**config.mk**
```make
export PLATFORM = sky130hd
export DESIGN_NAME = eu_tx_buf
export DESIGN_NICKNAME = d
export VERILOG_FILES = /design/src/rtl/pkg_dtypes.sv /design/src/rtl/counter_JK.sv /design/src/rtl/fifo_mem_sp.sv /design/src/rtl/eu_tx_buf.sv
export SDC_FILE = /design/constraint.sdc
export NUM_CORES = 1
export LEC_CHECK = 0
export ABC_CLOCK_PERIOD_IN_PS = 2600
export BUFFER_PORTS_ARGS = -buffer_cell sky130_fd_sc_hd__buf_2
export CELL_PAD_IN_SITES_DETAIL_PLACEMENT = 0
export CELL_PAD_IN_SITES_GLOBAL_PLACEMENT = 1
export CORE_MARGIN = 2
export CORE_UTILIZATION = 48
export CTS_CLUSTER_DIAMETER = 200
export DETAILED_ROUTE_END_ITERATION = 16
export PLACE_DENSITY_LB_ADDON = 0.1
export SLEW_MARGIN = 25
export SYNTH_ARGS = -nofsm -noshare
export SYNTH_HDL_FRONTEND = slang
export SYNTH_SLANG_ARGS = --single-unit
export TNS_END_PERCENT = 30
```
**constraint.sdc**
```tcl
create_clock -name clk -period 2.6 [get_ports clk]
set_input_delay 0.52 -clock clk [delete_from_list [all_inputs] [get_ports clk]]
set_output_delay 0.52 -clock clk [all_outputs]
set_load 0.05 [all_outputs]
```
**src/rtl/pkg_dtypes.sv**
```systemverilog
// rtl/pkg_dtypes.sv - shared datatypes for the execution unit and interconnect
// Holds the cache address type, result data width and the transmit channel record.
package pkg_dtypes;

    localparam int DATA_WIDTH = 8;
    localparam int ADDR_WIDTH = 8;

    typedef logic [ADDR_WIDTH-1:0] type_exec_unit_addr;

    typedef struct packed {
        logic                  valid;
        type_exec_unit_addr    addr;
        logic [DATA_WIDTH-1:0] data;
    } type_icon_tx_channel;

endpackage

```
**src/rtl/counter_JK.sv**
```systemverilog
// rtl/counter_JK.sv - shared up/down occupancy counter
// Ports: clk, reset_n (async active-low), trig (step this cycle),
//        inc_or_dec (1 = up, 0 = down), count_o (current value).
module counter_JK #(
    parameter int WIDTH = 3
) (
    input  logic             clk,
    input  logic             reset_n,
    input  logic             trig,
    input  logic             inc_or_dec,
    output logic [WIDTH-1:0] count_o
);

    logic [WIDTH-1:0] count_q, count_d;

    always_comb begin
        count_d = count_q;
        if (trig) begin
            count_d = inc_or_dec ? count_q + WIDTH'(1) : count_q - WIDTH'(1);
        end
    end

    always_ff @(posedge clk or negedge reset_n) begin
        if (!reset_n) begin
            count_q <= '0;
        end else begin
            count_q <= count_d;
        end
    end

    assign count_o = count_q;

endmodule

```
**src/rtl/fifo_mem_sp.sv**
```systemverilog
// rtl/fifo_mem_sp.sv - FIFO storage array, one write port, asynchronous read
// Ports: clk, we_i/waddr_i/wdata_i (write), raddr_i/rdata_o (combinational read).
module fifo_mem_sp #(
    parameter int DEPTH = 4,
    parameter int WIDTH = 16
) (
    input  logic                     clk,
    input  logic                     we_i,
    input  logic [$clog2(DEPTH)-1:0] waddr_i,
    input  logic [WIDTH-1:0]         wdata_i,
    input  logic [$clog2(DEPTH)-1:0] raddr_i,
    output logic [WIDTH-1:0]         rdata_o
);

    // Contents are deliberately not reset: occupancy alone decides validity.
    logic [WIDTH-1:0] mem_q [DEPTH];

    always_ff @(posedge clk) begin
        if (we_i) begin
            mem_q[waddr_i] <= wdata_i;
        end
    end

    assign rdata_o = mem_q[raddr_i];

endmodule

```
**src/rtl/eu_tx_buf.sv**
```systemverilog
// rtl/eu_tx_buf.sv - execution unit transmit result buffer with receiver watchdog
// Queues ALU results in order and holds each on the transmit channel until the
// receiver returns success.
// Ports: clk, reset_n (async active-low);
//        alu_res_valid/alu_res_addr/alu_res_data in, alu_res_ready out;
//        out_pkt {valid,addr,data} out, success in;
//        count_o occupancy, timeout_o sticky watchdog flag.
module eu_tx_buf
    import pkg_dtypes::*;
#(
    parameter int DEPTH          = 4,
    parameter int TIMEOUT_CYCLES = 256
) (
    input  logic                    clk,
    input  logic                    reset_n,
    input  logic                    alu_res_valid,
    input  type_exec_unit_addr      alu_res_addr,
    input  logic [DATA_WIDTH-1:0]   alu_res_data,
    output logic                    alu_res_ready,
    output type_icon_tx_channel     out_pkt,
    input  logic                    success,
    output logic [$clog2(DEPTH):0]  count_o,
    output logic                    timeout_o
);

    localparam int AW = $clog2(DEPTH);
    localparam int CW = AW + 1;
    localparam int SW = $clog2(TIMEOUT_CYCLES + 1);
    localparam int EW = ADDR_WIDTH + DATA_WIDTH;
    localparam logic [CW-1:0] FULL_CNT = CW'(DEPTH);
    localparam logic [SW-1:0] STALL_LIM = SW'(TIMEOUT_CYCLES);

    logic [AW-1:0] wp_q, wp_d, rp_q, rp_d;
    logic [SW-1:0] stall_q, stall_d;
    logic          timeout_q, timeout_d;
    logic [CW-1:0] count;
    logic [EW-1:0] rd_entry;
    logic          pkt_valid, push, pop;

    // Ready looks only at the current count, so a pop in a full cycle does not
    // open a slot until the following cycle.
    assign alu_res_ready = (count != FULL_CNT);
    assign pkt_valid     = (count != '0);
    assign push          = alu_res_valid & alu_res_ready;
    assign pop           = pkt_valid & success;

    counter_JK #(
        .WIDTH      (CW)
    ) u_count (
        .clk        (clk),
        .reset_n    (reset_n),
        .trig       (push ^ pop),
        .inc_or_dec (push),
        .count_o    (count)
    );

    fifo_mem_sp #(
        .DEPTH   (DEPTH),
        .WIDTH   (EW)
    ) u_mem (
        .clk     (clk),
        .we_i    (push),
        .waddr_i (wp_q),
        .wdata_i ({alu_res_addr, alu_res_data}),
        .raddr_i (rp_q),
        .rdata_o (rd_entry)
    );

    always_comb begin
        wp_d      = push ? wp_q + AW'(1) : wp_q;
        rp_d      = pop  ? rp_q + AW'(1) : rp_q;
        stall_d   = stall_q;
        timeout_d = timeout_q;
        if (!pkt_valid || success) begin
            stall_d = '0;
        end else if (stall_q != STALL_LIM) begin
            stall_d = stall_q + SW'(1);
        end
        // Flag goes up on the same edge the counter reaches the limit.
        if (stall_d == STALL_LIM) begin
            timeout_d = 1'b1;
        end
    end

    always_ff @(posedge clk or negedge reset_n) begin
        if (!reset_n) begin
            wp_q      <= '0;
            rp_q      <= '0;
            stall_q   <= '0;
            timeout_q <= 1'b0;
        end else begin
            wp_q      <= wp_d;
            rp_q      <= rp_d;
            stall_q   <= stall_d;
            timeout_q <= timeout_d;
        end
    end

    assign out_pkt   = {pkt_valid, rd_entry};
    assign count_o   = count;
    assign timeout_o = timeout_q;

endmodule

```
==> results.md <==
- Status: completed
- Max-cap violations: 0
- Leakage: 1.42 nW
- HP Class: in2async
- GP Congestion: 0.817
- Tcrit/Tclk final: 91.3%
- GR met1 Demand/Resource: 19.2%
- Total GRT Usage: 15.6%
- Power Density: 1170 nW/um^2
- CTS max path bufs: 2
- Layout cell share with drive strength beyond 1: 31.9%
- Setup Crit Path Kind: reg2out
- Routing usage on met2: 26.0%
- Die Ht: 87.6 um
- Syn-to-layout area delta: 12.8%
- Yosys reg bits: 81
- Drt pass-1 iters: 4
- Total core area: 6760 sq um
- CTS resizes: 0
- Tmin final: 2370 ps
- DRT Wirelength: 5510 um
- Asr flop ratio synth: 21.0%
- Slew Limit Fails: 0
- Count leader, synth: edfxtp_1
- EDFF count, synth: 64
- Post-route DRC: 0
- Synth unique cells: 36
- Largest net degree at the start of global routing: 18
- Fmax: 0.421 GHz
- RSZ-0062 raised after global routing: no
- Mapped Cells: 191
- Top cells by count, synth: edfxtp_1 (64), dfrtp_1 (17), mux4_2 (16), nor2_1 (10), xor2_1 (7)
- CP Launch Type: flip-flop
- DR iter-0 viols: 136
- Starting Density: 49.6%
- Root buffer cell: clkbuf_8
- Via-to-Cell Ratio: 5.42
- Rel. slew slack: 43.7%
- Syn avg cell area: 17.5 sq um
- Area occupied by multi-input gates: 920 sq um
- Final hold violation count: 0
- Sequential-to-total area share from yosys stat: 70.1%
- Clock latency on the worst-skew pair: 350 ps
- Die area: 7670 sq um
- Hold Buf Count CTS: 0
- Wire length of the first global-routing pass: 8760 um
- Worst R2R Setup Slack: 520 ps
- Final setup fails: 0
- Hold slack final: 89.1 ps
- Cts bufs inserted: 9
- Grt peak-use layer: met2
- Post-layout util: 55.9%
- Worst slew pin tran: 845 ps
- Initial antenna violation count: 0
- Required @ worst endpoint: 2080 ps
- Clk slew on worst S/H paths: 80 ps
- Reg area: 2350 sq um
- Top_reg_cell synth: edfxtp_1
- RR Endpoint: u_count.count_o[1]
- Number of global-route vias before repair: 1738
- Worst Path Max Fanout: 16
- Cells on worst reg2reg path: 5
- Grt met3 use: 5.66%
- Worst VDD drop: 715 uV
- CTS Sinks: 81
- Layout Skew: 6.67 ps
- CP arrival: 1850 ps
- Post-place instance area: 3610 sq um
- CTS tree: done
- Routed len/inst: 17.3 um
- Port Buffers: 41
- Die X: 87.6 um
- Synth top area share: 57.4%
- HPWL after detailed placement: 3710 um
- Setup TNS: 0 ps
- Mapped cell area: 3350 sq um
- H-tree Lvls: 3
- Fillers: 544
- Reg2reg start: u_count.count_o[1]
- Post-Syn Nets: 218
- Area leader, netlist: edfxtp_1
- Top cells by area, synth: edfxtp_1 (57%), dfrtp_1 (13%), mux4_2 (11%)
- Antenna Cells: 0
- Yosys warnings: 0
- Final nets: 260
- # IOs: 42
- Detail Route Antenna Nets: 0
- Post-route cell area: 3780 sq um
- Congestion Overflow GR: 0
- Via count: 1724
- Critical path endpoint category: primary output
- Cell row count: 30
- Postcts setup bufs: 0
[area by class of cell]
class / count / share of cell area, %
inverter: 6 / 0.596
multi-input combinational: 92 / 24.3
sequential: 81 / 62.1
clock buffer: 9 / 3.28
clock inverter: 7 / 1.19
timing repair buffer: 43 / 5.83
tap: 80 / 2.65
[layer usage]
metal	vias up	part of all wire, %
li1	817	-
met1	862	42
met2	35	51
met3	10	5.1
met4	0	1.4
met5	-	0
[where the power goes]
part	leakage (nW)	switching, mW	internal, mW	total (mW)
logic	0.534	1.25	0.573	1.83
registers	0.801	0.135	1.69	1.83
clock network	0.0807	0.439	0.343	0.781
total	1.42	1.83	2.61	4.44
[registers in the layout (all words and copies together), names as in the netlist]
| name | cells |
|---|---|
| u_count.count_o | 3 |
| u_mem.mem_q | 64 |
| timeout_o | 1 |
| rp_q | 2 |
| stall_q | 9 |
| wp_q | 2 |
[cells in the final DEF, fill, tap and decap left out]
cell type / synthesis / final
fa_1: 1 / 1
a21oi_1: 4 / 4
buf_2: 4 / 41
and3_1: 4 / 4
xor2_1: 7 / 7
buf_4: 1 / 2
edfxtp_1: 64 / 64
mux2i_1: 2 / 2
clkinvlp_4: 0 / 2
nand2_1: 3 / 3
o211ai_1: 1 / 1
a21boi_1: 1 / 1
clkinv_2: 0 / 1
nor3_1: 1 / 1
clkinv_1: 0 / 2
mux4_2: 16 / 16
inv_6: 0 / 1
mux2_1: 1 / 1
nor4b_1: 1 / 1
nand4b_1: 1 / 1
ha_1: 6 / 6
xnor2_1: 5 / 5
o21ai_0: 3 / 3
nor2b_1: 2 / 2
o41ai_1: 1 / 1
or3b_1: 1 / 1
nand4_1: 4 / 4
o31ai_2: 1 / 1
nand2b_1: 2 / 2
or3_1: 4 / 4
a2bb2oi_1: 1 / 1
nand3_1: 5 / 5
dfrtp_1: 17 / 17
and2_4: 1 / 1
and4_1: 2 / 2
xnor2_2: 1 / 1
inv_1: 6 / 6
nor2_1: 10 / 10
clkbuf_8: 0 / 9
clkinv_4: 0 / 1
[critical path: stages (launching register included)]
cell,delay (ps)
dfrtp_1,390
buf_4,330
mux4_2,560
buf_2,230
[worst max-delay path by stage]
stage / startpoint / end / slack (ps)
6_report: rp_q[0] / out_pkt[13] / 230
4_1_cts: rp_q[0] / out_pkt[14] / 180
2_1_floorplan: u_count.count_o[2] / u_count.count_o[1] / 130
5_1_grt: rp_q[0] / out_pkt[13] / 120
3_5_place_dp: u_count.count_o[1] / u_count.count_o[1] / 520
3_3_place_gp: u_count.count_o[1] / u_count.count_o[1] / 580
[logic make-up after synthesis]
family | count (synthesis) | synth area share, %
buffers and inverters | 18 | 2.50
multiplexers | 19 | 11.7
adder cells (fa/ha/maj) | 7 | 2.84
flip-flops | 81 | 70.1
AND/OR/NAND/NOR | 41 | 6.91
XOR/XNOR | 13 | 3.62
AO/OA/AOI/OAI | 12 | 2.39
[through the flow]
stage               std cells  setup WS [ps]  total power [mW]
finish                    318            226              4.44
detailed placement        302            519              3.72
floorplan                 191            133              3.33
global placement          302            578              3.67
CTS                       318            179              4.51
global route              318            120              4.66
No activity file was read; power rests on OpenSTA's default activity.
